File: config.mk
export PLATFORM = sky130hd
export DESIGN_NAME = mem_bus_arbiter_flat
export DESIGN_NICKNAME = d
export VERILOG_FILES = /design/src/rtl/mem_bus_arbiter_if.sv /design/src/rtl/mem_bus_arbiter.sv /design/src/flat_wrapper.sv
export SDC_FILE = /design/constraint.sdc
export NUM_CORES = 1
export LEC_CHECK = 0
export BUFFER_PORTS_ARGS = -buffer_cell sky130_fd_sc_hd__buf_4
export CORE_AREA = 2 2 195 197
export CTS_CLUSTER_DIAMETER = 30
export CTS_CLUSTER_SIZE = 40
export DETAILED_ROUTE_END_ITERATION = 10
export DIE_AREA = 0 0 197 199
export SLEW_MARGIN = 10
export SYNTH_ARGS = -nofsm -noshare
export SYNTH_HDL_FRONTEND = slang
export SYNTH_SLANG_ARGS = --single-unit
File: constraint.sdc
create_clock -name clk -period 3.2 [get_ports clk]
set_input_delay 0.16 -clock clk [delete_from_list [all_inputs] [get_ports clk]]
set_output_delay 0.16 -clock clk [all_outputs]
set_load 0.1 [all_outputs]
File: src/rtl/mem_bus_arbiter_if.sv
// Request/bus signal bundle for mem_bus_arbiter: the arbiter takes the slave side, the
// requesters and the external memory bus together form the master side.
interface mem_bus_arbiter_if #(
  parameter int unsigned PHYSICAL_ADDRESS_SIZE = 56,
  parameter int unsigned DATA_WIDTH            = 64
);
  logic [1:0]                       req;
  logic [1:0]                       reqWrite;
  logic [PHYSICAL_ADDRESS_SIZE-1:0] reqAddr0;
  logic [PHYSICAL_ADDRESS_SIZE-1:0] reqAddr1;
  logic [DATA_WIDTH-1:0]            reqWdata0;
  logic [DATA_WIDTH-1:0]            reqWdata1;
  logic [1:0]                       grant;
  logic [1:0]                       done;
  logic [DATA_WIDTH-1:0]            rdata;
  logic [PHYSICAL_ADDRESS_SIZE-1:0] addrBus;
  logic [DATA_WIDTH-1:0]            dataOut;
  logic [DATA_WIDTH-1:0]            dataIn;
  logic                             doBusWrite;

  modport slave (
    input  req, reqWrite, reqAddr0, reqAddr1, reqWdata0, reqWdata1, dataIn,
    output grant, done, rdata, addrBus, dataOut, doBusWrite
  );

  modport master (
    output req, reqWrite, reqAddr0, reqAddr1, reqWdata0, reqWdata1, dataIn,
    input  grant, done, rdata, addrBus, dataOut, doBusWrite
  );
endinterface

File: src/rtl/mem_bus_arbiter.sv
// Two-port main-memory bus arbiter with a fixed-latency bus model and round-robin arbitration.
// Define MEM_ARB_FIXED_PRIORITY_EN to make port 1 always win contention instead.
module mem_bus_arbiter #(
  parameter int unsigned PHYSICAL_ADDRESS_SIZE = 56,
  parameter int unsigned DATA_WIDTH            = 64,
  parameter int unsigned MEM_LATENCY           = 4
) (
  input logic             clk,
  input logic             rst,
  mem_bus_arbiter_if.slave bus
);

  typedef enum logic [1:0] {StIdle, StBusy, StDone} state_e;

  state_e                           state;
  logic [7:0]                       cnt;
  logic                             pick;
  logic                             selWrite;
  logic [PHYSICAL_ADDRESS_SIZE-1:0] selAddr;
  logic [DATA_WIDTH-1:0]            selWdata;

`ifndef MEM_ARB_FIXED_PRIORITY_EN
  logic rrPtr;  // 1 = port 1 favoured on contention
`endif

  always_comb begin
`ifdef MEM_ARB_FIXED_PRIORITY_EN
    pick = bus.req[1];
`else
    pick = (bus.req == 2'b11) ? rrPtr : bus.req[1];
`endif
    selAddr  = pick ? bus.reqAddr1  : bus.reqAddr0;
    selWdata = pick ? bus.reqWdata1 : bus.reqWdata0;
    selWrite = pick ? bus.reqWrite[1] : bus.reqWrite[0];
  end

  // Bus outputs double as the latched request, so they are loaded once at the grant edge.
  always_ff @(posedge clk) begin
    if (rst) begin
      state          <= StIdle;
      cnt            <= '0;
      bus.grant      <= '0;
      bus.done       <= '0;
      bus.rdata      <= '0;
      bus.addrBus    <= '0;
      bus.dataOut    <= '0;
      bus.doBusWrite <= 1'b0;
`ifndef MEM_ARB_FIXED_PRIORITY_EN
      rrPtr          <= 1'b0;
`endif
    end else begin
      unique case (state)
        StIdle: begin
          if (bus.req != 2'b00) begin
            state          <= StBusy;
            cnt            <= 8'(MEM_LATENCY - 1);
            bus.grant      <= pick ? 2'b10 : 2'b01;
            bus.addrBus    <= selAddr;
            bus.dataOut    <= selWrite ? selWdata : '0;
            bus.doBusWrite <= selWrite;
`ifndef MEM_ARB_FIXED_PRIORITY_EN
            rrPtr          <= ~pick;
`endif
          end
        end
        StBusy: begin
          if (cnt == 8'd0) begin
            if (!bus.doBusWrite) begin
              bus.rdata <= bus.dataIn;
            end
            state          <= StDone;
            bus.done       <= bus.grant;
            bus.addrBus    <= '0;
            bus.dataOut    <= '0;
            bus.doBusWrite <= 1'b0;
          end else begin
            cnt <= cnt - 8'd1;
          end
        end
        StDone: begin
          state     <= StIdle;
          bus.done  <= '0;
          bus.grant <= '0;
        end
        default: begin
          state     <= StIdle;
          bus.done  <= '0;
          bus.grant <= '0;
        end
      endcase
    end
  end

endmodule

File: src/flat_wrapper.sv
// flat-port wrapper written by rule: the top's interface ports become plain ports
module mem_bus_arbiter_flat 
#(
  parameter int unsigned PHYSICAL_ADDRESS_SIZE = 56,
  parameter int unsigned DATA_WIDTH            = 64,
  parameter int unsigned MEM_LATENCY           = 4
)
  (clk, rst, bus_req, bus_reqWrite, bus_reqAddr0, bus_reqAddr1, bus_reqWdata0, bus_reqWdata1, bus_dataIn, bus_grant, bus_done, bus_rdata, bus_addrBus, bus_dataOut, bus_doBusWrite);
  mem_bus_arbiter_if #(.PHYSICAL_ADDRESS_SIZE(PHYSICAL_ADDRESS_SIZE), .DATA_WIDTH(DATA_WIDTH)) bus_i ();
  input logic clk;
  input logic rst;
  input wire logic [$bits(bus_i.req)-1:0] bus_req;
  input wire logic [$bits(bus_i.reqWrite)-1:0] bus_reqWrite;
  input wire logic [$bits(bus_i.reqAddr0)-1:0] bus_reqAddr0;
  input wire logic [$bits(bus_i.reqAddr1)-1:0] bus_reqAddr1;
  input wire logic [$bits(bus_i.reqWdata0)-1:0] bus_reqWdata0;
  input wire logic [$bits(bus_i.reqWdata1)-1:0] bus_reqWdata1;
  input wire logic [$bits(bus_i.dataIn)-1:0] bus_dataIn;
  output wire logic [$bits(bus_i.grant)-1:0] bus_grant;
  output wire logic [$bits(bus_i.done)-1:0] bus_done;
  output wire logic [$bits(bus_i.rdata)-1:0] bus_rdata;
  output wire logic [$bits(bus_i.addrBus)-1:0] bus_addrBus;
  output wire logic [$bits(bus_i.dataOut)-1:0] bus_dataOut;
  output wire logic [$bits(bus_i.doBusWrite)-1:0] bus_doBusWrite;
  assign bus_i.req = bus_req;
  assign bus_i.reqWrite = bus_reqWrite;
  assign bus_i.reqAddr0 = bus_reqAddr0;
  assign bus_i.reqAddr1 = bus_reqAddr1;
  assign bus_i.reqWdata0 = bus_reqWdata0;
  assign bus_i.reqWdata1 = bus_reqWdata1;
  assign bus_i.dataIn = bus_dataIn;
  assign bus_grant = bus_i.grant;
  assign bus_done = bus_i.done;
  assign bus_rdata = bus_i.rdata;
  assign bus_addrBus = bus_i.addrBus;
  assign bus_dataOut = bus_i.dataOut;
  assign bus_doBusWrite = bus_i.doBusWrite;
  mem_bus_arbiter #(.PHYSICAL_ADDRESS_SIZE(PHYSICAL_ADDRESS_SIZE), .DATA_WIDTH(DATA_WIDTH), .MEM_LATENCY(MEM_LATENCY)) u_core (.clk(clk), .rst(rst), .bus(bus_i));
endmodule
==> metrics.yaml <==
yosys:
  synth_area_leaders: "dfxtp_1 (47%), o2bb2ai_1 (12%), nand2_1 (8.9%), a21oi_1 (8.5%), a31oi_1 (4.7%)"
  synth_warnings: 0
  syn-cell-area_sq_mm: 0.00844
  synth.distinct_cells: 44
  synthCells: 970
  syn_avg_cell_area_sq_um: 8.70
  syn-num-nets: 1282
  seq_area_frac_synth_pct: 47.4
  synthXorXnorAreaFrac_pct: 0
  synth_top_family_by_area: "compound AO/OA/AOI/OAI gates"
  synthMuxAreaShare_pct: 3.59
  yosys.area_share.simple_pct: 13.0
  synth.largest_area_cell: "dfxtp_1"
  synth_seq_cells: 200
  synth_async_sr_flop_share_pct: 0
  synth-adder-area-share_pct: 0.297
  ys.flop_type: "dfxtp_1"
  synth_edf_count: 0
  yosysTopAreaCellShare_pct: 47.4
  synth-compound-area-share_pct: 29.9
floorplan:
  die-area_sq_mm: 0.0392
  dieWidth_um: 197
  core-area_sq_mm: 0.0371
  dieHeight_um: 199
  rows: 71
  io-pin-count: 499
  start_util_pct: 22.7
routing:
  ant_nets: 0
  vias_per_cell: 4.71
  dr.pass1.iters: 5
  routedWlPerCell_um: 17.3
  drt_iter0_markers: 634
  vias: 9799
  wl_um: 36000
  drc: 0
global_routing:
  grt_pass1_wl_um: 53500
  grt.overflow.total: 0
  grt_pass1_vias: 9646
  grt_usage_pct: 17.5
  grt_max_degree: 80
  antenna_found_initial: 0
worst_setup_path:
  required_ps: 3590
  cp.arrival_ps: 2890
  cp_slowest_cell: "dlygate4sd3_1"
  crit_family: "buffers and inverters"
  worst-path-buf-inv: 2
  path_cells: "nor2_1 -> and3_1 -> buf_4 -> a22oi_1 -> dlygate4sd3_1 -> o2bb2ai_1"
  endpoint_kind: "flop"
  slowest_delay_ps: 590
  cp-start-kind: "flop"
  crit_fanout: 28
  timing_worst_setup_path_type: "reg2reg"
sta:
  hold_violations: 0
  finClkSkew_ps: 11.9
  period_needed_ps: 2500
  final.setup.tns_ps: 0
  max-slew-margin-rel_pct: 41.8
  fin_crit_sh_pct: 78.2
  fmaxAchievable_ghz: 0.400
  setup_slack_ps: 699
  rsz0062_at_grt: "no"
  worst_pin_slew_ps: 872
  slew_violations: 0
  setup_viol: 0
run:
  cap_viol_max_count: 0
clock_network:
  cts.clk_slew.worst_paths_ps: 80
  htreeDepth: 4
  cts_buffers: 17
  post_cts_buffers: 0
  clk_latency_ps: 460
  hold_buffers: 181
  cts.path.max_buffers: 2
  clock-sinks: 200
  ctsResizeCount: 0
  cts_tree: "yes"
  root_buffer: "clkbuf_16"
placed_design:
  io_buffers: 498
  gp_congestion: 0.889
  dp_hpwl_um: 24700
  postPlaceCellArea_sq_mm: 0.0126
  place_ws_ps: 1050
final_layout:
  diodes: 0
  nets: 1904
  fin_area_sq_mm: 0.0150
  multiInputGateArea_sq_mm: 0.00398
  syn2layout_area_growth_pct: 77.9
  drive_gt1_share_pct: 35.5
  regArea_sq_mm: 0.00400
  fillers: 3610
power_and_ir_drop:
  irDropWorstVdd_mv: 0.362
  p_per_area_mw_per_mm2: 657
  p_leak_nw: 6.35
  finalPower_mw: 9.86
worst_hold_path:
  hp-class: "in2reg"
outcome:
  outcome: "complete, no violations"
## routing by layer
metal,global-route usage [%],wire [um],part of all wire [%]
met5,0,0,0
met4,6.93,1020,2.8
met3,4.02,1870,5.2
met2,28.9,17600,49
met1,22.0,15600,43
## worst reg2reg max path, cell delays in order (launching register included)
cell           delay, ps
dfxtp_1              460
nor2_1               230
and3_1               470
buf_4                410
a22oi_1              150
dlygate4sd3_1        590
o2bb2ai_1            130
## cell families (layout without fill, tap and decap cells)
logic type | after synthesis | in the layout
multiplexers | 29 | 29
AND/OR/NAND/NOR | 257 | 257
adder cells (fa/ha/maj) | 2 | 2
AO/OA/AOI/OAI | 378 | 378
flip-flops | 200 | 200
buffers and inverters | 104 | 739
## layout by cell type (no fill, tap or decap), drive strengths merged, types with 3 or more instances in the layout
cell type,synthesis,layout
mux2,10,10
o2bb2ai,111,111
nand3,11,11
dlygate4sd3,0,181
nor3,5,5
clkinv,0,5
buf,31,518
a31oi,64,64
mux2i,19,19
inv,8,16
nor2b,11,11
a21oi,144,144
dfxtp,200,200
nor2,12,12
nand2,201,201
or4,3,3
o211ai,3,3
o21ai,12,12
a22oi,32,32
clkbuf,65,17
## through the flow
stage	hold slack, ps	cells	utilization (%)
after global routing	6.12	2079	40.4
final	28.3	2079	40.4
after global placement	416	1866	33.8
after detailed placement	421	1866	33.8
after floorplan	300	970	-
after CTS	0.401	2079	40.4
## registers in the layout, indices dropped and copies added (netlist names)
| register | cells |
|---|---|
| u_core.bus.grant | 2 |
| u_core.bus.addrBus | 56 |
| u_core.bus.doBusWrite | 1 |
| u_core.bus.dataOut | 64 |
| u_core.state | 2 |
| u_core.bus.rdata | 64 |
| u_core.bus.done | 2 |
| u_core.rrPtr | 1 |
| u_core.cnt | 8 |
## cell type report
type | count | share of cell area (%)
Timing Repair Buffer | 699 | 38.5
Tap cell | 474 | 3.95
Sequential cell | 200 | 26.7
Inverter | 8 | 0.200
Clock inverter | 15 | 1.36
Clock buffer | 17 | 2.83
Multi-Input combinational cell | 666 | 26.5
## worst paths after layout
path,start,to,slack (ps),cells past startpoint
worst max register to register,u_core.state[1],u_core.bus.addrBus[30],700,6
worst min register to register,u_core.bus.rdata[58],u_core.bus.rdata[58],450,2
worst min-delay path,bus_reqAddr0[15],u_core.bus.addrBus[15],30,3
worst max-delay path,u_core.state[1],u_core.bus.addrBus[30],700,6
## power breakdown
part	switching (mW)	total, mW	internal [mW]
registers	0.221	3.03	2.81
clock network	1.13	2.34	1.20
logic	3.22	4.48	1.26
total	4.58	9.86	5.28
## synth_stat cells, types with 2 or more instances
library cell and n:
nor2b_1 11, mux2i_1 19, a31oi_1 64, nor2_1 12
buf_2 14, nand3_1 11, buf_6 10, nand4_1 2
dfxtp_1 200, o2bb2ai_1 111, ha_1 2, o211ai_1 3
o21ai_0 12, or4b_1 2, clkbuf_1 65, o41ai_1 2
nand2_1 200, inv_1 8, nand2b_1 2, buf_1 7
a21oi_1 144, nor3_1 5, or4_1 2, mux2_2 10
nor3b_1 2, a22oi_1 32
Power figures use the tool's default switching activity.
